File: src/rtl/sim_run_controller.sv
`default_nettype none
// ============================================================================
// Module   : sim_run_controller
// Purpose  : Run controller for the pipelined core: counted core reset, cycle
//            budget and PC-settle halt detection, reporting done/timeout,
//            cycle count and final PC.
// Options  : SIM_RUN_HALT_PC_EN adds a halt_pc input that ends the run on match.
// Revision : 1.0 - initial release
// ============================================================================
module sim_run_controller #(
  parameter int PC_WIDTH     = 32,
  parameter int CNT_WIDTH    = 16,
  parameter int RESET_CYCLES = 2,
  parameter int MAX_CYCLES   = 600,
  parameter int HALT_STABLE  = 4
) (
  input  logic                 clk,
  input  logic                 rst,
  input  logic                 start,
  input  logic [PC_WIDTH-1:0]  pc,
`ifdef SIM_RUN_HALT_PC_EN
  input  logic [PC_WIDTH-1:0]  halt_pc,
`endif
  output logic                 core_rst,
  output logic                 running,
  output logic                 done,
  output logic                 timeout,
  output logic [CNT_WIDTH-1:0] cycle_count,
  output logic [PC_WIDTH-1:0]  final_pc
);

  localparam int c_sw = $clog2(HALT_STABLE + 1);
  localparam int c_rw = (RESET_CYCLES > 1) ? $clog2(RESET_CYCLES) : 1;
  localparam logic [c_sw-1:0]      c_halt_stable = c_sw'(HALT_STABLE);
  localparam logic [CNT_WIDTH-1:0] c_max_cycles  = CNT_WIDTH'(MAX_CYCLES);
  localparam logic [c_rw-1:0]      c_rst_load    = c_rw'(RESET_CYCLES - 1);

  typedef enum logic [2:0] {
    S_IDLE    = 3'd0,
    S_RESET   = 3'd1,
    S_RUN     = 3'd2,
    S_HALTED  = 3'd3,
    S_TIMEOUT = 3'd4
  } state_t;

  state_t              r_state;
  logic [c_rw-1:0]     r_rst_cnt;
  logic [PC_WIDTH-1:0] r_prev_pc;
  logic                r_prev_valid;
  logic [c_sw-1:0]     r_stable_cnt;

  logic            w_pc_eq;
  logic [c_sw-1:0] w_stable_inc;
  logic            w_halt_pc;
  logic            w_halt;
  logic            w_budget;
  logic            w_launch;

  assign w_pc_eq      = r_prev_valid && (pc == r_prev_pc);
  assign w_stable_inc = r_stable_cnt + c_sw'(1);
`ifdef SIM_RUN_HALT_PC_EN
  assign w_halt_pc    = (pc == halt_pc);
`else
  assign w_halt_pc    = 1'b0;
`endif
  assign w_halt   = (w_pc_eq && (w_stable_inc == c_halt_stable)) || w_halt_pc;
  assign w_budget = (cycle_count == c_max_cycles);
  // start only launches from a resting state; RESET and RUN ignore it
  assign w_launch = start && ((r_state == S_IDLE) || (r_state == S_HALTED) ||
                              (r_state == S_TIMEOUT));

  always_ff @(posedge clk) begin
    if (rst) begin
      r_state      <= S_IDLE;
      core_rst     <= 1'b1;
      running      <= 1'b0;
      done         <= 1'b0;
      timeout      <= 1'b0;
      cycle_count  <= '0;
      final_pc     <= '0;
      r_rst_cnt    <= '0;
      r_prev_pc    <= '0;
      r_prev_valid <= 1'b0;
      r_stable_cnt <= '0;
    end else if (w_launch) begin
      r_state      <= S_RESET;
      core_rst     <= 1'b1;
      running      <= 1'b0;
      done         <= 1'b0;
      timeout      <= 1'b0;
      cycle_count  <= '0;
      r_rst_cnt    <= c_rst_load;
      r_prev_valid <= 1'b0;
      r_stable_cnt <= '0;
    end else begin
      case (r_state)
        S_IDLE: begin
          core_rst <= 1'b1;
          running  <= 1'b0;
        end
        S_RESET: begin
          if (r_rst_cnt == '0) begin
            // cycle_count tracks the RUN cycle currently being observed
            r_state     <= S_RUN;
            core_rst    <= 1'b0;
            running     <= 1'b1;
            cycle_count <= CNT_WIDTH'(1);
          end else begin
            r_rst_cnt <= r_rst_cnt - c_rw'(1);
          end
        end
        S_RUN: begin
          r_prev_pc    <= pc;
          r_prev_valid <= 1'b1;
          r_stable_cnt <= w_pc_eq ? w_stable_inc : '0;
          if (w_halt) begin
            r_state  <= S_HALTED;
            done     <= 1'b1;
            final_pc <= pc;
            running  <= 1'b0;
          end else if (w_budget) begin
            r_state  <= S_TIMEOUT;
            done     <= 1'b1;
            timeout  <= 1'b1;
            final_pc <= pc;
            running  <= 1'b0;
          end else begin
            cycle_count <= cycle_count + CNT_WIDTH'(1);
          end
        end
        S_HALTED, S_TIMEOUT: begin
          core_rst <= 1'b0;
          running  <= 1'b0;
        end
        default: r_state <= S_IDLE;
      endcase
    end
  end

endmodule
`default_nettype wire

File: config.mk
export PLATFORM = sky130hd
export DESIGN_NAME = sim_run_controller
export DESIGN_NICKNAME = d
export VERILOG_FILES = /design/src/rtl/sim_run_controller.sv
export SDC_FILE = /design/constraint.sdc
export NUM_CORES = 1
export LEC_CHECK = 0
export CORE_MARGIN = 2
export CORE_UTILIZATION = 40
export DETAILED_ROUTE_END_ITERATION = 10
export DONT_BUFFER_PORTS = 1
export PLACE_DENSITY = 0.56
export SETUP_SLACK_MARGIN = 0.3
export SKIP_LAST_GASP = 1
export SLEW_MARGIN = 20
export SYNTH_ARGS = -nofsm -noshare
export SYNTH_HDL_FRONTEND = slang
export SYNTH_SLANG_ARGS = --single-unit
File: constraint.sdc
create_clock -name clk -period 2.8 [get_ports clk]
set_input_delay 0.42 -clock clk [delete_from_list [all_inputs] [get_ports clk]]
set_output_delay 0.42 -clock clk [all_outputs]
set_load 0.02 [all_outputs]
# --- Word-level counts from Yosys, hierarchy flattened ---
# Cells that the tools add are included.
totals:
  in_bits: 35
  wordCells: 78
  n_memories: 0
  ff_bits: 92
  latchBits: 0
  mem_bits_ro: 0
  ramBits: 0
classes:
  shifts: 0
  n_div: 0
  n_mux: 23
  mul: 0
  add_sub_neg: 3
  eq_ne: 14
  n_lt_le_gt_ge: 0
  bitwise: 3
  reduce_logical: 23
ops:
  columns: ["cell", "n"]
  rows:
  - ["32-bit two-way mux", 2]
  - ["16-bit two-way mux", 3]
  - ["32-bit equality test", 1]
  - ["16-bit case mux with 2 select lines", 1]
  - ["16-bit by 1-bit adder with 16-bit output (second input constant)", 1]
  - ["16-bit by 10-bit equality test with 1-bit output (second input constant)", 1]
  - ["3-bit AND reduction", 5]
  - ["3-bit two-way mux", 4]
  - ["1-bit two-way mux", 10]
  - ["3-bit case mux with 3 select lines", 1]
  - ["3-bit by 2-bit equality test with 1-bit output (second input constant)", 2]
  - ["3-bit equality test (second input constant)", 2]
  - ["2-bit != test (second input constant)", 3]
  - ["3-bit != test (second input constant)", 2]
  - ["1-bit case mux with 3 select lines", 2]
  - ["2-bit AND reduction", 3]
  - ["2-bit nonzero test", 3]
  - ["3-bit nonzero test", 2]
  - ["4-bit != test (second input constant)", 1]
  - ["4-bit AND reduction", 1]
  - ["2-bit OR reduction", 2]
  - ["3-bit by 1-bit adder with 3-bit output (second input constant)", 1]
  - ["3-bit by 1-bit equality test with 1-bit output (second input constant)", 1]
  - ["1-bit logical AND", 3]
  - ["6 further kinds", 9]

# --- Logic depth before layout (Yosys ltp) ---
logic_depth:
  word_depth: 6
  depth_mapped: 9
  mapped_depth_nobuf: 7

# --- Least setup slack after synthesis ---
# No wires, ideal clock.
synth_path:
  path_type: "input to register"
  from: "in pc[1]"
  to: "reg final_pc[10]"
  n_path_buf: 2
  arrival_ns: 2.105
  setup_slack_ns: 0.567
  stages: 9
  cell_sequence: "nor2b_1 -> a2111o_1 -> nor4_4 -> nand4bb_4 -> a21o_1 -> buf_6 -> buf_6 -> mux2i_1 -> nor2_1"
synth_between:
  elab_chain_len: 5
  elab_cells_between_ends: 6
  cone_classes: "1 x eq/ne; 1 x mux; 4 x reduce/logical"
synth_lines:
  columns: ["element", "line_no", "source"]
  rows:
  - ["start: declaration", "20", "input logic [PC_WIDTH-1:0] pc,"]
  - ["32-bit equality test *", "59", "assign w_pc_eq = r_prev_valid && (pc == r_prev_pc);"]
  - ["1-bit logical AND *", "59", null]
  - ["1-bit logical AND *", "66", "assign w_halt = (w_pc_eq && (w_stable_inc == c_halt_stable)) || w_halt_pc;"]
  - ["2-bit nonzero test (no line)", null, null]
  - ["3-bit AND reduction (no line)", null, null]
  - ["end signal: assignment", "119", "final_pc <= pc;"]
  - ["end signal: assignment", "125", "final_pc <= pc;"]
  - ["end: declaration", "29", "output logic [PC_WIDTH-1:0] final_pc"]
# Every way passes the cells marked *; elsewhere a longest branch is shown, timed or not.
# A chain may end at the register's enable or synchronous reset.

# --- Final worst setup path ---
layout_path:
  from: "reg r_prev_pc[1]"
  to: "reg cycle_count[8]"
layout_between:
  elab_chain_len: 5
layout_lines:
  columns: ["element", "line_no", "source"]
  rows:
  - ["start: declaration", "48", "logic [PC_WIDTH-1:0] r_prev_pc;"]
  - ["start signal: assignment", "113", "r_prev_pc <= pc;"]
  - ["32-bit equality test", "59", null]
  - ["1-bit logical AND", "59", null]
  - ["1-bit logical AND", "66", null]
  - ["2-bit != test (no line)", null, null]
  - ["4-bit AND reduction (no line)", null, null]
  - ["end signal: assignment", "128", "cycle_count <= cycle_count + CNT_WIDTH'(1);"]
  - ["end: declaration", "28", "output logic [CNT_WIDTH-1:0] cycle_count,"]
# No other way between the ends.

==> metrics.sh <==
STD_CELL_ROWS=36
SYNTH.FF_LATCH_COUNT=92
WORSTPATHBUFFERINVERTERCOUNT=0
PATH_CLASS='flip-flop to flip-flop'
DRCVIOLATIONCOUNT=0
TIMING.CLOCK.SKEW_NS=0.0103
DRT-WIRELENGTH-PER-CELL_UM=15.2
WORSTPATHCELLLIST='nor2b_1 > a2111o_1 > nor4_4 > nand4bb_4 > and2_1 > nand3_1 > o21ai_1'
POWER_PER_CELL_AREA_nW_PER_UM2=549
ROUTABILITYCONGESTION=0.753
FILLERS=967
POST_CTS_SETUP_BUFFERS=0
POSTROUTEWIRELENGTH_UM=9200
SYNTH_EDF_COUNT=0
WORST_EP_ARRIVAL_TIME_NS=2.57
TRITONCTS='yes'
CLOCK_SINK_COUNT=92
FINAL_MAX_SLEW_VIOL_COUNT=0
DPL_WORST_SLACK_NS=0.219
PORT_BUFFERS=0
ANTENNA_VIOLATING_NETS_POST_ROUTE=0
START_UTIL=0.416
FIRSTDRTPASSITERS=5
FLOORPLAN.DIE_AREA_UM2=11100
ROUTED-VIA-COUNT=3226
SYNTH.AVG_CELL_AREA_UM2=8.69
PERIOD_NEEDED_NS=2.33
PATH_MAX_FANOUT=12
TIMING.SETUP.TNS_NS=0
DRV_CAP=0
FLOORPLAN.DIE.WIDTH_UM=105
CPLARGESTDELAYFAMILY='simple AND/OR/NAND/NOR gates'
POST-DP-HPWL_UM=6330
CP.REQUIRED_NS=3.03
DOMINANTREGCELLSYNTH='dfxtp_1'
HOLD_VIOLATIONS=0
POWER.IR.VDD_WORST_uV=257
TOTALPOWERFINAL_uW=2420
SYNTH.YOSYS.WARNINGS=0
INSERTION_DELAY_NS=0.36
CP_SLOWEST_CELL='a2111o_1'
OUTCOME='complete, no violations'
GRT_PASS1_VIAS=3020
YS_TYPES=47
YOSYSSEQAREASHARE=0.449
SYN_TO_FINAL_GROWTH_PCT=7.56
DRT_ITER0_DRC=112
ANTENNA_FOUND_INITIAL=0
SETUP_VIOL=0
GRT-OVFL-TOTAL=0
ENDPOINT_KIND_OF_THE_WORST_SETUP_TIMING_PATH='flip-flop'
CRITPATHLAUNCHTYPE='flip-flop'
SYNTH.TOP_CELLS.BY_AREA='dfxtp_1 45%, mux2i_1 7.8%, nand2_1 7.0%, xor2_1 5.8%, a21oi_1 4.9%'
SYNTHDOMINANTCELLAREASHARE=0.449
RELSLEWSLACK=0.629
CLOCK_TREE.HTREE_LEVEL_COUNT=3
NETS=506
CORE-AREA_UM2=9860
CRIT_PATH_MAX_INCR_DELAY_NS=0.42
NUMBER_OF_TOP_LEVEL_PINS=87
P_LEAK_uW=0.00182
GRT_PASS1_WL_UM=15100
VIA_DENSITY_PER_INSTANCE=5.33
ANTENNA-DIODE-COUNT=0
SETUP_WS_NS=0.467
MAPPEDNETLISTAREA_UM2=4100
GRT_USAGE=0.170
CLASSIFICATION_OF_THE_WORST_SLACK_HOLD_PATH='primary input to flip-flop'
FINALCRITPERIODSHARE=0.833
MAX-CLOCK-PATH-BUFFERS=2
POST_SYNTH_INST_COUNT=472
CLOCKROOTBUFFER='clkbuf_8'
MAX_FREQ_GHz=0.429
DIE_H_UM=105
PATH_CLK_SLEW_NS=0.10
YOSYS.AREA.TOP_TYPE='dfxtp_1'
POST_ROUTE_CELLS_DRIVE_ABOVE_1_SHARE=0.0720
PIN_SLEW_WITH_THE_LEAST_HEADROOM_TO_ITS_LIMIT_NS=0.555
SYNTHESIS.NETS=511
CTS_BUFFERS=9
PIN_COUNT_OF_THE_BIGGEST_NET_ENTERING_GLOBAL_ROUTING=70
GRT_SETUP_UNREPAIRED='false'
POSTSYNTH.ASYNCRESETSHARE=0
[layout make-up]
class                      instances  area, um^2  area share
sequential                        92        1840       0.417
clock inverter                     6        55.1      0.0125
tap                              133         166      0.0377
multi-input combinational        341        2090       0.473
timing repair buffer              13        97.6      0.0221
clock buffer                      10         128      0.0289
inverter                          10        37.5     0.00850
[synth_stat cells, types with 5 or more instances]
| master | n |
|---|---|
| inv_1 | 10 |
| clkbuf_1 | 23 |
| nor2b_1 | 6 |
| nor3_1 | 6 |
| and2_1 | 7 |
| nor4_1 | 5 |
| mux2i_1 | 32 |
| a21oi_1 | 40 |
| o31ai_1 | 7 |
| dfxtp_1 | 92 |
| nand2b_1 | 5 |
| nand3_1 | 11 |
| nor2_1 | 52 |
| nand2_1 | 76 |
| o211ai_1 | 11 |
| xor2_1 | 27 |
| o21ai_1 | 6 |
[logic make-up after synthesis]
logic type / synth area share
XOR/XNOR: 0.0619
AO/OA/AOI/OAI: 0.140
AND/OR/NAND/NOR: 0.209
adder cells (fa/ha/maj): 0.0122
buffers and inverters: 0.0442
multiplexers: 0.0835
flip-flops: 0.449
[routing by layer]
metal  up-vias  share of wire  track usage
met5         -              0            0
met4         0          0.019       0.0743
met3        20          0.081       0.0686
met2       105           0.47        0.284
met1      1494           0.42        0.192
li1       1607              -            -
[registers in the layout, summed over array words and instances, names as in the netlist]
| name | count |
|---|---|
| final_pc | 32 |
| r_prev_pc | 32 |
| cycle_count | 16 |
| r_stable_cnt | 3 |
| r_state | 3 |
| core_rst | 1 |
| done | 1 |
| r_prev_valid | 1 |
| r_rst_cnt | 1 |
| running | 1 |
| timeout | 1 |
[stage by stage]
step	instances	hold WS (ns)	util	area, um^2
2_1_floorplan	472	0.434	-	4100
3_3_place_gp	589	0.445	0.428	4230
3_5_place_dp	589	0.452	0.428	4230
4_1_cts	605	0.0927	0.447	4410
5_1_grt	605	0.0895	0.447	4410
6_report	605	0.116	0.447	4410
[repair_timing]
action | in CTS | in global routing
gates resized for setup | 0 | 1
setup endpoints to repair | 0 | 32
hold buffers | 0 | 0
[final timing paths]
path            startpoint              to  slack (ns)  cells after the start
min                    rst    final_pc[28]        0.12                      1
max reg2reg   r_prev_pc[1]  cycle_count[8]        0.47                      7
max           r_prev_pc[1]  cycle_count[8]        0.47                      7
min reg2reg  r_prev_pc[24]   r_prev_pc[24]        0.46                      2
[where the power goes]
group	switching, uW	internal [uW]	leakage [uW]
clock network	516	342	0.0000873
logic	122	81.4	0.000993
registers	27.0	1340	0.000743
total	665	1760	0.00182
[cells in the final DEF, fill, tap and decap left out, types with 3 or more instances in the layout]
cell type and n:
dfxtp_1 92, nand2_1 76, nor2_1 52, a21oi_1 40, mux2i_1 32, xor2_1 27
buf_4 13, nand3_1 11, o211ai_1 11, inv_1 10, clkbuf_8 9, and2_1 7
o31ai_1 7, nor2b_1 6, nor3_1 6, o21ai_1 6, nand2b_1 5, nor4_1 5
a31oi_1 4, ha_1 4, o21ai_0 3, o21a_1 3, and3_1 3, o22ai_1 3
Note: power is estimated with default switching activity, not from simulation.
